`src/rtl/alu_sub_pipe.sv`:
```
// Pipelined add/subtract ALU with valid/ready handshakes and a stored carry/borrow
// flag that lets multi-word add/sub chains issue back-to-back.
module alu_sub_pipe #(
  parameter int unsigned WIDTH  = 32,
  parameter int unsigned STAGES = 2
) (
  input  logic             clk,
  input  logic             rst_n,
  input  logic             in_valid,
  output logic             in_ready,
  input  logic [4:0]       op,
  input  logic [WIDTH-1:0] a,
  input  logic [WIDTH-1:0] b,
  input  logic             cin,
  input  logic             use_flag,
  output logic             out_valid,
  input  logic             out_ready,
  output logic [WIDTH-1:0] f,
  output logic             cout,
  output logic             zero,
  output logic             flag_q
);

  localparam int unsigned SUM_W = WIDTH + 1;

  localparam logic [4:0] OP_ADD = 5'b00001;
  localparam logic [4:0] OP_ADC = 5'b00010;
  localparam logic [4:0] OP_SUB = 5'b00011;
  localparam logic [4:0] OP_SBC = 5'b00100;
  localparam logic [4:0] OP_RSB = 5'b00101;
  localparam logic [4:0] OP_RSC = 5'b00110;

  typedef struct packed {
    logic             valid;
    logic [WIDTH-1:0] f;
    logic             cout;
    logic             zero;
  } stage_t;

  stage_t stg [STAGES];

  logic             adv;
  logic             accept;
  logic             ci;
  logic             legal;
  logic             is_sub;
  logic [WIDTH-1:0] opx;
  logic [WIDTH-1:0] opy;
  logic             opc;
  logic [SUM_W-1:0] sum;
  logic [WIDTH-1:0] res_f;
  logic             res_cout;
  logic             res_zero;

  // Global stall: every stage moves together whenever the output slot can drain.
  assign adv      = !stg[STAGES-1].valid || out_ready;
  assign in_ready = adv;
  assign accept   = in_valid && adv;
  assign ci       = use_flag ? flag_q : cin;

  // Operand selection; subtraction is done as x + ~y + carry.
  always_comb begin
    opx    = '0;
    opy    = '0;
    opc    = 1'b0;
    legal  = 1'b1;
    is_sub = 1'b0;
    unique case (op)
      OP_ADD: begin opx = a; opy = b; opc = 1'b0; end
      OP_ADC: begin opx = a; opy = b; opc = ci; end
      OP_SUB: begin opx = a; opy = ~b; opc = 1'b1; is_sub = 1'b1; end
      OP_SBC: begin opx = a; opy = ~b; opc = !ci; is_sub = 1'b1; end
      OP_RSB: begin opx = b; opy = ~a; opc = 1'b1; is_sub = 1'b1; end
      OP_RSC: begin opx = b; opy = ~a; opc = !ci; is_sub = 1'b1; end
      default: legal = 1'b0;
    endcase
  end

  always_comb begin
    sum      = SUM_W'(opx) + SUM_W'(opy) + SUM_W'(opc);
    res_f    = legal ? sum[WIDTH-1:0] : '0;
    res_cout = legal ? sum[WIDTH] : 1'b0;
    res_zero = (res_f == '0);
  end

  // Stage 1 captures the arithmetic; later stages are plain delay registers.
  always_ff @(posedge clk) begin
    if (!rst_n) begin
      for (int unsigned i = 0; i < STAGES; i++) stg[i] <= '0;
    end else if (adv) begin
      stg[0] <= '{valid: accept, f: res_f, cout: res_cout, zero: res_zero};
      for (int unsigned i = 1; i < STAGES; i++) stg[i] <= stg[i-1];
    end
  end

  // Chain flag: carry for add-type ops, borrow for subtract-type ops.
  always_ff @(posedge clk) begin
    if (!rst_n) begin
      flag_q <= 1'b0;
    end else if (accept && legal) begin
      flag_q <= is_sub ? !res_cout : res_cout;
    end
  end

  assign out_valid = stg[STAGES-1].valid;
  assign f         = stg[STAGES-1].f;
  assign cout      = stg[STAGES-1].cout;
  assign zero      = stg[STAGES-1].zero;

endmodule

```
`config.mk`:
```
export PLATFORM = sky130hd
export DESIGN_NAME = alu_sub_pipe
export DESIGN_NICKNAME = d
export VERILOG_FILES = /design/src/rtl/alu_sub_pipe.sv
export SDC_FILE = /design/constraint.sdc
export NUM_CORES = 1
export LEC_CHECK = 0
export CELL_PAD_IN_SITES_DETAIL_PLACEMENT = 1
export CELL_PAD_IN_SITES_GLOBAL_PLACEMENT = 1
export CORE_MARGIN = 5
export CORE_UTILIZATION = 40
export DETAILED_ROUTE_END_ITERATION = 10
export PLACE_DENSITY_LB_ADDON = 0.08
export SLEW_MARGIN = 5
export SYNTH_ARGS = -nofsm -noshare
export SYNTH_HDL_FRONTEND = slang
export SYNTH_SLANG_ARGS = --single-unit
export TNS_END_PERCENT = 50
```
`constraint.sdc`:
```
create_clock -name clk -period 7.4 [get_ports clk]
set_input_delay 2.22 -clock clk [delete_from_list [all_inputs] [get_ports clk]]
set_output_delay 2.22 -clock clk [all_outputs]
set_load 0.02 [all_outputs]
```
# Word level (Yosys, flattened, before mapping)
# Memories as Yosys holds them, arrays and structs flattened.
# Cells that the tools add are included.
[op_classes] add_sub_neg=2 eq_ne=6 muxes=15 bitwise_logic=4 n_reduce_logical=15
[op_table] cell="one-hot mux 32 bit (3 select lines)" n=1
[op_table] cell="2-to-1 mux 35 bit" n=2
[op_table] cell="NOT 32 bit" n=2
[op_table] cell="one-hot mux 32 bit (2 select lines)" n=1
[op_table] cell="adder 32 x 32 -> 33 bit" n=1
[op_table] cell="adder 33 x 1 -> 33 bit" n=1
[op_table] cell="logical NOT 32 bit" n=1
[op_table] cell="2-to-1 mux 32 bit" n=1
[op_table] cell="== test 5 x 3 -> 1 bit (second input constant)" n=3
[op_table] cell="== test 5 x 2 -> 1 bit (second input constant)" n=2
[op_table] cell="OR reduction 2 bit" n=5
[op_table] cell="2-to-1 mux 1 bit" n=9
[op_table] cell="OR reduction 4 bit" n=2
[op_table] cell="OR reduction 6 bit" n=1
[op_table] cell="== test 5 x 1 -> 1 bit (second input constant)" n=1
[op_table] cell="logical NOT 1 bit" n=3
[op_table] cell="one-hot mux 1 bit (3 select lines)" n=1
[op_table] cell="logical AND 1 bit" n=2
[op_table] cell="OR 1 bit" n=2
[op_table] cell="logical OR 1 bit" n=1
[word_totals] ff_bits=1 ramBits=70 inputBits=75 output_inout_bits=37 wordCells=44 n_memories=1
[mem_list] memory="stg" words=2 width=35 read_ports=2 rd_ports_with_merged_regs=0 wr=2 line_no="40" text="stage_t stg [STAGES];"

# Longest topological paths before layout
[logic_depth] depth_word=8 mapped_depth=20 ltp_nobuf=18

# Least setup slack after synthesis
# OpenSTA, ideal clock, no wires.
[synth_timing] path_type="input to register" from="input port op[0]" to="memory stg[0][0] (netlist bit), data pin" setup_ps=130 arrival_ps=5988 required_ps=7270 path_slack_ps=1282 stages=18 path_buffers=2 path_cell_list="clkbuf_1 > xor2_1 > nand2_1 > o21ai_1 > clkbuf_1 > a22oi_1 > fa_1 > fa_1 > nand2b_1 > a21oi_2 > o211ai_2 > a31oi_2 > a31oi_4 > a22oi_2 > xnor2_1 > nand2_1 > nor4_1 > o211a_1"
[synth_lines] item="start: declaration" line_no="11" text="input logic [4:0] op,"
[synth_lines] item="end: declaration" line_no="40"

==> flow_metrics.env <==
export IMPL_status="finished, final reports clean"
export IMPL_synth_largest_area_cell="sky130_fd_sc_hd__edfxtp_1"
export IMPL_maxCapViolations=0
export IMPL_core_area_mm2=0.0144
export IMPL_worst_voltage_drop_across_the_vdd_grid_mv=0.108
export IMPL_cp_arrival_ps=6770
export IMPL_synth_top_area_share=0.362
export IMPL_floorplan_die_height_um=130
export IMPL_critical_path_n_buffers_inverters=3
export IMPL_cts_post_setup_buffers_inserted=0
export IMPL_worst_skew_pair_later_pin_latency_ps=330
export IMPL_detail_route_first_pass_iterations=4
export IMPL_hp_class="reg -> reg"
export IMPL_synth_async_sr_flop_share=0
export IMPL_wl_met2_um=8430
export IMPL_grt_start_max_net_pins=71
export IMPL_met1Wirelength_um=8110
export IMPL_detailedRoute_firstIterationViolations=305
export IMPL_ratio_of_final_minimum_period_to_clock_period=0.888
export IMPL_numPlacedInstances=858
export IMPL_clk_pin_slew_worst_paths_ps=60
export IMPL_tritoncts_clock_tree="yes"
export IMPL_maxClockFrequency_ghz=0.152
export IMPL_crit_path_required_time_ps=7600
export IMPL_clock_tree_htree_level_count=3
export IMPL_grt_pass1_wl_um=28100
export IMPL_cellPowerDensity_mw_per_mm2=154
export IMPL_clk_root_buffer_cell="sky130_fd_sc_hd__clkbuf_16"
export IMPL_layout_nets=793
export IMPL_i_o_pin_total=112
export IMPL_aggregate_negative_setup_slack_ps=0
export IMPL_antenna_left=0
export IMPL_insertedDiodeCount=0
export IMPL_finalCoreUtilization=0.494
export IMPL_finalHoldViolCount=0
export IMPL_yosys_warnings=0
export IMPL_path_cells="clkdlybuf4s50_1, nor2_1, nand2_1, o21ai_0, nand2_1, o21ai_2, buf_4, a22oi_1, inv_1, ha_1, nor2b_1, o31a_1, o21ai_1, a21oi_1, a22oi_2, o21a_1, nor2_1, xor2_1, nor4_1, o211a_1"
export IMPL_placementRows=44
export IMPL_synth_cells=618
export IMPL_final_setup_worst_slack_ps=828
export IMPL_layout_cells_non_filler=874
export IMPL_design_area_mm2=0.00709
export IMPL_floorplan_initialDensity=0.404
export IMPL_critPathKind="in -> reg"
export IMPL_tritoncts_num_buffers=9
export IMPL_postSynthRegisterBits=71
export IMPL_place_gp_congestion=0.872
export IMPL_die_w_um=130
export IMPL_design_die_area_mm2=0.0170
export IMPL_post_dp_cell_area_mm2=0.00683
export IMPL_drv_slew=0
export IMPL_critical_path_slowest_cell="sky130_fd_sc_hd__clkdlybuf4s50_1"
export IMPL_place_port_buffers=111
export IMPL_regToRegSetupSlack_ps=3250
export IMPL_relSlewSlack=0.423
export IMPL_drcViolationCount=0
export IMPL_synthesis_nets=726
export IMPL_unrepaired_setup_endpoints_after_global_routing="no"
export IMPL_post_cts_hold_buffer_count=0
export IMPL_cts_sink_count=71
export IMPL_placed_wire_length_estimate_um=14000
export IMPL_finalCriticalPeriod_ps=6570
export IMPL_drt_vias_per_instance=5.79
export IMPL_cp_slowest_stage_delay_ps=650
export IMPL_crit_path_start_kind="input pin"
export IMPL_route_final_wire_length_um=17500
export IMPL_p_leak_uw=0.00290
export IMPL_via_count=5064
export IMPL_finalSetupViolCount=0
export IMPL_area_growth_synth_to_final_pct=22.3
export IMPL_highest_layer="met4"
export IMPL_path_delay_family="compound AO/OA/AOI/OAI gates"
export IMPL_wl_per_cell_um=20.0
export IMPL_synth_area_mm2=0.00580
export IMPL_drive_above_1_share=0.0884
export IMPL_grt_pass1_vias=5244
export IMPL_seq_area_frac_synth=0.366
export IMPL_fillers=1606
export IMPL_postSynthAreaPerCell_um2=9.38
export IMPL_grt_use_total=0.207
export IMPL_yosysUniqueCellTypes=76
export IMPL_routed_wl_met3_um=798
export IMPL_max_slew_worst_pin_slew_ps=866
export IMPL_final_setup_skew_ps=6.70
export IMPL_synth_main_ff_cell="sky130_fd_sc_hd__edfxtp_1"
export IMPL_antenna_found_initial=0
export IMPL_clockBufferDepth=2
export IMPL_cts_repair_resize_count=0
export IMPL_dp_slack_ps=530
export IMPL_cp_end_kind="flop"
export IMPL_timing_critical_path_fanout_max=9
export IMPL_synth_edf_count=70
export IMPL_post_synth_main_area_contributors="sky130_fd_sc_hd__edfxtp_1 (36%), sky130_fd_sc_hd__ha_1 (6.7%), sky130_fd_sc_hd__a22o_1 (4.7%), sky130_fd_sc_hd__o221ai_1 (4.7%), sky130_fd_sc_hd__nand2_1 (4.3%)"
export IMPL_global_route_overflow_total=0
## power by group
group          switching [uW]  total (uW)  internal, uW
registers                5.43         464           458
logic                     140         253           113
clock network             155         378           223
## final timing paths
| kind | startpoint | end | cells after the start |
|---|---|---|---|
| worst min register to register | stg[0][16] | stg[0][51] | 1 |
| worst min-delay path | stg[0][16] | stg[0][51] | 1 |
| worst max-delay path | op[0] | stg[0][0] | 20 |
| worst max register to register | flag_q | stg[0][0] | 16 |
## worst reg2reg max path, cell delays in order (launching register included)
cell	delay [ps]
sky130_fd_sc_hd__dfxtp_1	360
sky130_fd_sc_hd__a211oi_1	290
sky130_fd_sc_hd__o21ai_0	110
sky130_fd_sc_hd__o21ai_0	90
sky130_fd_sc_hd__nand2_1	110
sky130_fd_sc_hd__fa_1	430
sky130_fd_sc_hd__fa_1	430
sky130_fd_sc_hd__nand2b_1	200
sky130_fd_sc_hd__a21oi_2	260
sky130_fd_sc_hd__o211ai_2	200
sky130_fd_sc_hd__a21oi_1	220
sky130_fd_sc_hd__o2111ai_1	200
sky130_fd_sc_hd__a41oi_1	310
sky130_fd_sc_hd__xnor2_1	200
sky130_fd_sc_hd__nand4_1	120
sky130_fd_sc_hd__nor4_1	300
sky130_fd_sc_hd__o211a_1	190
## registers in the layout, summed over array words and instances (netlist names)
signal,flops
stg,70
flag_q,1
## metal layers
layer,GRT usage,up-vias
met5,0,-
met4,0.0393,0
met3,0.0244,11
met2,0.357,121
met1,0.284,2478
li1,-,2454
## cell families after synthesis
logic type               after synthesis  share of synthesized area
XOR/XNOR                              28                     0.0436
flip-flops                            71                      0.366
AND/OR/NAND/NOR                      222                      0.189
adder cells (fa/ha/maj)               33                     0.0738
AO/OA/AOI/OAI                        187                      0.251
buffers and inverters                 77                     0.0775
## Yosys cell counts, types with 4 or more instances
master / number
sky130_fd_sc_hd__nor2b_1: 8
sky130_fd_sc_hd__buf_4: 32
sky130_fd_sc_hd__clkbuf_1: 29
sky130_fd_sc_hd__o21a_1: 6
sky130_fd_sc_hd__o21ai_1: 4
sky130_fd_sc_hd__o221ai_1: 31
sky130_fd_sc_hd__ha_1: 31
sky130_fd_sc_hd__xnor2_1: 13
sky130_fd_sc_hd__a21oi_1: 30
sky130_fd_sc_hd__nor2_1: 54
sky130_fd_sc_hd__a211oi_1: 6
sky130_fd_sc_hd__nor3_1: 6
sky130_fd_sc_hd__a22o_1: 31
sky130_fd_sc_hd__nand4_1: 7
sky130_fd_sc_hd__a31oi_1: 4
sky130_fd_sc_hd__a21o_1: 9
sky130_fd_sc_hd__nand3_1: 11
sky130_fd_sc_hd__xor2_1: 14
sky130_fd_sc_hd__o21ai_0: 23
sky130_fd_sc_hd__inv_1: 9
sky130_fd_sc_hd__or2_2: 4
sky130_fd_sc_hd__nand2_1: 66
sky130_fd_sc_hd__edfxtp_1: 70
sky130_fd_sc_hd__nand2b_1: 8
sky130_fd_sc_hd__and3_1: 37
## layout make-up
type                    count  area (um^2)  area share
clock buffers               9          225      0.0317
clock inverters             7         40.0     0.00564
inverters                   9         33.8     0.00476
multi-input cells         470         3230       0.456
flip-flops and latches     71         2120       0.299
well taps                 184          230      0.0325
repair buffers            124         1210       0.170
## stage by stage
| step | power [uW] | hold WS, ps |
|---|---|---|
| floorplan | 624 | 528 |
| global placement | 718 | 532 |
| detailed placement | 724 | 540 |
| CTS | 1100 | 551 |
| global route | 1140 | 564 |
| finish | 1090 | 546 |
## cells in the final DEF (no fill, tap or decap), drive strengths merged, types with 14 or more instances in the layout
cell type / n
clkdlybuf4s50: 111
edfxtp: 70
nand2: 67
nor2: 55
and3: 39
a21oi: 33
o221ai: 32
a22o: 31
ha: 31
o21ai: 30
xor2: 14
xnor2: 14
Power figures use the tool's default switching activity.
